<file path="config.mk">
export PLATFORM = sky130hd
export DESIGN_NAME = his_readout_fsm
export DESIGN_NICKNAME = d
export VERILOG_FILES = /design/src/rtl/his_readout_fsm.sv
export SDC_FILE = /design/constraint.sdc
export NUM_CORES = 1
export LEC_CHECK = 0
export CORE_ASPECT_RATIO = 1.5
export CORE_MARGIN = 10
export CORE_UTILIZATION = 40
export CTS_BUF_LIST = sky130_fd_sc_hd__clkbuf_2
export DETAILED_ROUTE_END_ITERATION = 12
export HOLD_SLACK_MARGIN = 0.05
export PLACE_DENSITY = 0.78
export RECOVER_POWER = 100
export SETUP_SLACK_MARGIN = 0.2
export SYNTH_ARGS = -nofsm -noshare
export SYNTH_HDL_FRONTEND = slang
export SYNTH_SLANG_ARGS = --single-unit
</file>
<file path="constraint.sdc">
create_clock -name clk -period 3.4 [get_ports clk]
set_input_delay 0.34 -clock clk [delete_from_list [all_inputs] [get_ports clk]]
set_output_delay 0.34 -clock clk [all_outputs]
set_load 0.02 [all_outputs]
</file>
<file path="src/rtl/his_readout_fsm.sv">
// Histogram bank readout: drains the idle ping-pong bank bin by bin over a
// valid/ready stream, zeroes each accepted bin and reports the per-pixel peak.
module his_readout_fsm #(
  parameter int unsigned BIN_NUM   = 64,
  parameter int unsigned BIN_W     = 6,
  parameter int unsigned PIXEL_NUM = 200,
  parameter int unsigned PIX_W     = 8,
  parameter int unsigned CNT_W     = 10
) (
  input  logic                     clk,
  input  logic                     res,
  input  logic                     acq_done,
  input  logic                     his_num,
  output logic                     rd_en,
  output logic [PIX_W+BIN_W:0]     rd_addr,
  input  logic [CNT_W-1:0]         rd_data,
  output logic                     clr_en,
  output logic [PIX_W+BIN_W:0]     clr_addr,
  output logic                     out_valid,
  input  logic                     out_ready,
  output logic [CNT_W-1:0]         out_data,
  output logic [BIN_W-1:0]         out_bin,
  output logic [PIX_W-1:0]         out_pix,
  output logic                     peak_valid,
  output logic [BIN_W-1:0]         peak_bin,
  output logic [CNT_W-1:0]         peak_cnt,
  output logic                     busy,
  output logic                     frame_done,
  output logic                     overrun
);

  localparam int unsigned ADDR_W = 1 + PIX_W + BIN_W;

  typedef enum logic [2:0] {IDLE, RD, LD, OUT, PK, DONE} state_t;

  state_t             state, state_d;
  logic               bank, bank_d;
  logic [PIX_W-1:0]   pix, pix_d;
  logic [BIN_W-1:0]   bin, bin_d;
  logic [CNT_W-1:0]   out_data_d, peak_cnt_d;
  logic [BIN_W-1:0]   out_bin_d, peak_bin_d;
  logic [PIX_W-1:0]   out_pix_d;
  logic [ADDR_W-1:0]  rd_addr_d;
  logic               rd_en_d, out_valid_d, peak_valid_d, busy_d, frame_done_d, overrun_d;

  logic               last_bin, last_pix;

  assign last_bin = (bin >= BIN_W'(BIN_NUM - 1));
  assign last_pix = (pix >= PIX_W'(PIXEL_NUM - 1));

  // Zeroing happens on the accept cycle itself, so it tracks the handshake directly.
  always_comb begin
    clr_en   = out_valid & out_ready;
    clr_addr = clr_en ? {bank, out_pix, out_bin} : '0;
  end

  // Next-state, index/peak update and next values of the registered outputs.
  always_comb begin
    state_d    = state;
    bank_d     = bank;
    pix_d      = pix;
    bin_d      = bin;
    out_data_d = out_data;
    out_bin_d  = out_bin;
    out_pix_d  = out_pix;
    peak_bin_d = peak_bin;
    peak_cnt_d = peak_cnt;
    overrun_d  = overrun | (acq_done & (state != IDLE));

    case (state)
      IDLE: begin
        if (acq_done) begin
          // Builder has already flipped to the new bank; drain the other one.
          bank_d     = ~his_num;
          pix_d      = '0;
          bin_d      = '0;
          peak_bin_d = '0;
          peak_cnt_d = '0;
          state_d    = RD;
        end
      end
      RD: state_d = LD;
      LD: begin
        out_data_d = rd_data;
        out_bin_d  = bin;
        out_pix_d  = pix;
        // Strict compare keeps the lowest bin on ties; bin 0 restarts the search.
        if ((rd_data > peak_cnt) || (bin == '0)) begin
          peak_cnt_d = rd_data;
          peak_bin_d = bin;
        end
        state_d = OUT;
      end
      OUT: begin
        if (out_ready) begin
          if (!last_bin) begin
            bin_d   = bin + BIN_W'(1);
            state_d = RD;
          end else begin
            state_d = PK;
          end
        end
      end
      PK: begin
        if (!last_pix) begin
          pix_d   = pix + PIX_W'(1);
          bin_d   = '0;
          state_d = RD;
        end else begin
          state_d = DONE;
        end
      end
      DONE:    state_d = IDLE;
      default: state_d = IDLE;
    endcase

    rd_en_d      = (state_d == RD);
    rd_addr_d    = rd_en_d ? {bank_d, pix_d, bin_d} : rd_addr;
    out_valid_d  = (state_d == OUT);
    peak_valid_d = (state_d == PK);
    frame_done_d = (state_d == DONE);
    busy_d       = (state_d != IDLE);
  end

  // State, index, peak and output registers.
  always_ff @(posedge clk or negedge res) begin
    if (!res) begin
      state      <= IDLE;
      bank       <= 1'b0;
      pix        <= '0;
      bin        <= '0;
      out_data   <= '0;
      out_bin    <= '0;
      out_pix    <= '0;
      peak_bin   <= '0;
      peak_cnt   <= '0;
      rd_en      <= 1'b0;
      rd_addr    <= '0;
      out_valid  <= 1'b0;
      peak_valid <= 1'b0;
      busy       <= 1'b0;
      frame_done <= 1'b0;
      overrun    <= 1'b0;
    end else begin
      state      <= state_d;
      bank       <= bank_d;
      pix        <= pix_d;
      bin        <= bin_d;
      out_data   <= out_data_d;
      out_bin    <= out_bin_d;
      out_pix    <= out_pix_d;
      peak_bin   <= peak_bin_d;
      peak_cnt   <= peak_cnt_d;
      rd_en      <= rd_en_d;
      rd_addr    <= rd_addr_d;
      out_valid  <= out_valid_d;
      peak_valid <= peak_valid_d;
      busy       <= busy_d;
      frame_done <= frame_done_d;
      overrun    <= overrun_d;
    end
  end

endmodule

</file>
After elaboration in Yosys (flattened, before gate mapping)
Index checks and enable logic that the tools add are counted.
{"block": "word_totals", "regBits": 79, "in_bits": 15, "out_inout_bits": 77, "word_cells": 64}
{"block": "classes", "n_addsub": 2, "magnitude_cmp": 3, "n_eq_ne": 10, "mux": 22, "n_bitwise": 4, "n_reduce_logical": 7}
{"operator": "two-way mux 6 bit", "n": 6}
{"operator": "two-way mux 10 bit", "n": 2}
{"operator": "case mux 10 bit (2 select lines)", "n": 1}
{"operator": "case mux 6 bit (3 select lines)", "n": 1}
{"operator": "two-way mux 8 bit", "n": 2}
{"operator": "case mux 8 bit (2 select lines)", "n": 1}
{"operator": "two-way mux 15 bit", "n": 1}
{"operator": "case mux 3 bit (5 select lines)", "n": 1}
{"operator": "two-way mux 3 bit", "n": 4}
{"operator": "case mux 6 bit (2 select lines)", "n": 1}
{"operator": "greater-than comparator 10 bit", "n": 1}
{"operator": "== test 3 x 2 -> 1 bit (second input constant)", "n": 3}
{"operator": "== test 3 bit (second input constant)", "n": 3}
{"operator": "adder 8 x 1 -> 8 bit (second input constant)", "n": 1}
{"operator": ">= comparator 8 bit (second input constant)", "n": 1}
{"operator": "adder 6 x 1 -> 6 bit (second input constant)", "n": 1}
{"operator": "== test 3 x 1 -> 1 bit (second input constant)", "n": 2}
{"operator": ">= comparator 6 bit (second input constant)", "n": 1}
{"operator": "zero test 6 bit", "n": 1}
{"operator": "nonzero test 3 bit", "n": 2}
{"operator": "inequality test 2 bit (second input constant)", "n": 2}
{"operator": "zero test 3 bit", "n": 1}
{"operator": "AND reduction 3 bit", "n": 1}
{"operator": "bitwise AND 1 bit", "n": 2}
{"operator": "other kinds (5)", "n": 6}

Depth between registers and ports, before layout
{"block": "logic_depth", "word_depth": 5, "mapped_depth": 9, "ltp_nobuf": 8}

Worst setup path before layout
OpenSTA, ideal clock, no wires.
{"block": "synth_path", "path_type": "reg-to-reg", "start": "register peak_cnt[4]", "end": "register peak_bin[0]", "setup_time_ps": 122, "t_arrival_ps": 1984, "t_required_ps": 3278, "path_slack_ps": 1295, "path_stages_with_launch": 10, "path_buffers": 1, "synth_period_minus_slack_ps": 2105, "cell_sequence": "dfrtp_1 inv_1 ha_1 nand4_1 a21oi_1 o21ai_0 a21oi_1 o21ai_1 buf_2 a32o_1"}
{"block": "synth_via", "elab_chain_cells": 4}
{"element": "from (decl)", "line": "26", "rtl": "output logic [CNT_W-1:0] peak_cnt,"}
{"element": "from (signal assigned)", "line": "153", "rtl": "peak_cnt <= peak_cnt_d;"}
{"element": "greater-than comparator 10 bit", "line": "88", "rtl": "if ((rd_data > peak_cnt) || (bin == '0)) begin"}
{"element": "logical OR 1 bit", "line": "88"}
{"element": "inequality test 2 bit (no source line)"}
{"element": "AND reduction 3 bit (no source line)"}
{"element": "to (signal assigned)", "line": "152", "rtl": "peak_bin <= peak_bin_d;"}
{"element": "to (decl)", "line": "25", "rtl": "output logic [BIN_W-1:0] peak_bin,"}
No other way between the ends.
A chain may end at the register's enable or synchronous reset.

Worst setup path in the final report
{"block": "layout_path", "start": "register state[0]", "end": "register rd_addr[11]"}
{"block": "layout_via", "elab_chain_cells": 3, "elab_cells_between_ends": 10, "classes_between": "5 x eq/ne; 4 x mux; 1 x reduce/logical"}
{"element": "from (decl)", "line": "36", "rtl": "state_t state, state_d;"}
{"element": "from (signal assigned)", "line": "145", "rtl": "state <= state_d;"}
{"element": "== test 3 bit (tied with other cells)", "line": "70", "rtl": "case (state)"}
{"element": "case mux 3 bit (5 select lines) (*)", "line": "70"}
{"element": "== test 3 x 1 -> 1 bit (*)", "line": "117", "rtl": "rd_en_d = (state_d == RD);"}
{"element": "net rd_en_d", "line": "44", "rtl": "logic rd_en_d, out_valid_d, peak_valid_d, busy_d, frame_done_d, overrun_d;"}
{"element": "to (signal assigned)", "line": "155", "rtl": "rd_addr <= rd_addr_d;"}
{"element": "to (decl)", "line": "15", "rtl": "output logic [PIX_W+BIN_W:0] rd_addr,"}
Mark *: on every way through the listed nets, which the timed path passes. The rest lies on a longest branch.

==> results.toml <==
[timing]
finalHoldViolCount = 0
slew_violations = 121
period_minus_slack_ns = 2.67
setup_tns_ns = 0
hold_slack_ns = 0.413
grt_setup_unrepaired = "no"
relSlewSlack_pct = -26.6
fin_ws_ns = 0.728
max_freq_mhz = 374
setup_viol_count_final = 0
worstMarginPinSlew_ns = 1.90
skew_ns = 0.0153
period_share_pct = 78.6

[global_route]
grt_max_degree = 80
grt_pass1_wl_um = 15600
antenna_found_initial = 1
grt_usage_pct = 14.3
grt_pass1_vias = 2983
gr-total-overflow = 0

[power]
p_clk_share_pct = 9.8
power.leakage_uw = 0.00229
powerDensity_nw_per_um2 = 826
p_seq_share_pct = 40.7
switching_share_pct = 43.0
comb_power_share_pct = 49.5
vdd_drop_max_mv = 0.398
internal_power_uw = 2210
netSwitchingPower_uw = 1670

[clock_network]
insertion_delay_ns = 0.51
cts_max_level = 3
post_cts_buffers = 0
cts.clk_slew.worst_paths_ns = 0.17
clockBufferDepth = 2
cts_tree = "yes"
ctsResizeCount = 0
cts_root_buf = "clkbuf_2"
clock_sink_count = 79
cts-buffers-inserted = 9
holdBufCountCts = 1

[synth]
synth_cells = 315
avgSynthCellArea_um2 = 11.7
yosysMostFrequentCell = "dfrtp_1"
synth_nets = 343
yosys.area.top_type_share_pct = 53.7
synth_area_leader_cell = "dfrtp_1"
synth_edf_count = 0
synth_area_um2 = 3680
netlist-cell-type-count = 42
yosys-top-cells-area = "dfrtp_1, mux2_2, ha_1"
synth_seq_cells = 79
synth_flop_cell = "dfrtp_1"
ys_seq_area_share_pct = 53.7
synth_common_cells = "dfrtp_1, nand2_1, mux2_2"
async_flop_share_pct = 100
synth_warnings = 0

[route]
final_antenna_net_count = 0
vias = 2796
drt_iter0_markers = 101
wire_per_inst_um = 17.9
drt_first_pass_iters = 4
wl_um = 9300
route.detailed.drc = 0
vias_per_cell = 5.38

[floorplan]
coreArea_um2 = 8880
floorplan.die_area_um2 = 13500
rows = 42
die_h_um = 137
pin_count = 92
start_util_pct = 41.4
die_w_um = 98.3

[place]
dp_hpwl_um = 6990
port_buffers = 91
dp_slack_ns = 0.479
gp_congestion = 0.846

[critical_path]
critPathArrivalTime_ns = 3.08
cp-start-kind = "flip-flop"
worstPathMaxFanout = 13
cp-end-kind = "flip-flop"
required_ns = 3.81
critPathKind = "reg -> reg"

[cells_and_area]
final_util_pct = 52.9
nNetsFinal = 434
areaGrowthSynthToFinish_pct = 27.6
fillCellCount = 807
drive_gt1_share_pct = 11.0

[run]
cap_violations = 2

[min_path]
worst_hold_path_type = "in -> reg"

[outcome]
status = "finished with violations"
violations = "capacitance limit, slew limit"
-- flip-flops by register name (all words and copies together) (netlist names) --
| signal | cells |
|---|---|
| out_valid | 1 |
| bank | 1 |
| pix | 8 |
| out_bin | 6 |
| peak_cnt | 10 |
| out_pix | 8 |
| overrun | 1 |
| out_data | 10 |
| peak_bin | 6 |
| busy | 1 |
| rd_en | 1 |
| state | 3 |
| frame_done | 1 |
| bin | 6 |
| rd_addr | 15 |
| peak_valid | 1 |
-- metal layers --
metal	share of wire (%)	wire (um)	vias up	GRT usage, %
met5	0	0	-	0
met3	6.5	602	11	4.31
li1	-	-	1322	-
met1	40	3710	1371	15.8
met2	52	4800	92	24.3
met4	2.1	192	0	7.19
-- cell type report --
cell class                      count  area (um2)  area share (%)
Inverter                           16        65.1            1.39
Timing Repair Buffer               93         923            19.7
Multi-Input combinational cell    207        1520            32.4
Clock buffer                       11        55.1            1.17
Sequential cell                    79        1980            42.1
Clock inverter                      3        12.5           0.267
Tap cell                          110         138            2.93
Antenna cell                        1        2.50          0.0533
-- cell usage in the layout, fill, tap and decap left out, types with 7 or more instances in the layout --
master | Yosys | layout
dfrtp_1 | 79 | 79
dlygate4sd3_1 | 0 | 79
nand2_1 | 28 | 28
mux2_2 | 26 | 26
and3_1 | 18 | 18
o21ai_0 | 17 | 17
a32o_1 | 16 | 16
inv_1 | 15 | 15
nor2_1 | 14 | 13
ha_1 | 13 | 13
a21oi_1 | 11 | 12
clkbuf_2 | 0 | 12
clkdlybuf4s50_1 | 0 | 12
mux2_1 | 0 | 8
nand3_1 | 7 | 7
-- worst paths after layout --
kind	slack [ns]	depth (start not counted)	start	endpoint
min reg2reg	0.49	1	overrun	overrun
min	0.41	2	his_num	bank
max reg2reg	0.73	6	state[0]	rd_addr[11]
max in group asynchronous	1.42	2	res	rd_addr[12]
max	0.73	6	state[0]	rd_addr[11]
min in group asynchronous	0.84	2	res	bin[2]
-- critical path, stage by stage, from the launching register on --
cell and delay, ns:
dfrtp_1 0.52, or3b_1 0.54, nor3_1 0.54, a21oi_1 0.26
o21ai_4 0.28, inv_6 0.10, mux2_1 0.34
-- logic make-up (layout without fill, tap and decap cells) --
logic type                 Yosys count  after routing  share of synthesized area (%)
AOI/OAI and AO/OA                   58             58                           11.6
DFF                                 79             79                           53.7
adders and majority gates           13             13                           4.42
and+or+nand+nor                     98             98                           14.2
other                                0              1                              0
muxes                               37             37                           12.0
xor gates and xnor gates             1              1                          0.238
buffers and inverters               29            123                           3.77
-- power by group through the flow --
stage | sequential [uW] | combinational [uW] | clock (uW)
global route | 1640 | 2090 | 439
global placement | 1600 | 2080 | 0
CTS | 1600 | 2140 | 401
detailed placement | 1620 | 2130 | 0
finish | 1580 | 1920 | 379
floorplan | 1820 | 1030 | 0
-- per-stage QoR --
stage / std cells / total power, uW / cell area [um2]
CTS: 519 / 4130 / 4740
detailed placement: 504 / 3750 / 4670
finish: 520 / 3880 / 4690
global route: 520 / 4170 / 4690
floorplan: 315 / 2850 / 3680
global placement: 504 / 3670 / 4670
(Power assumes the default switching activity.)
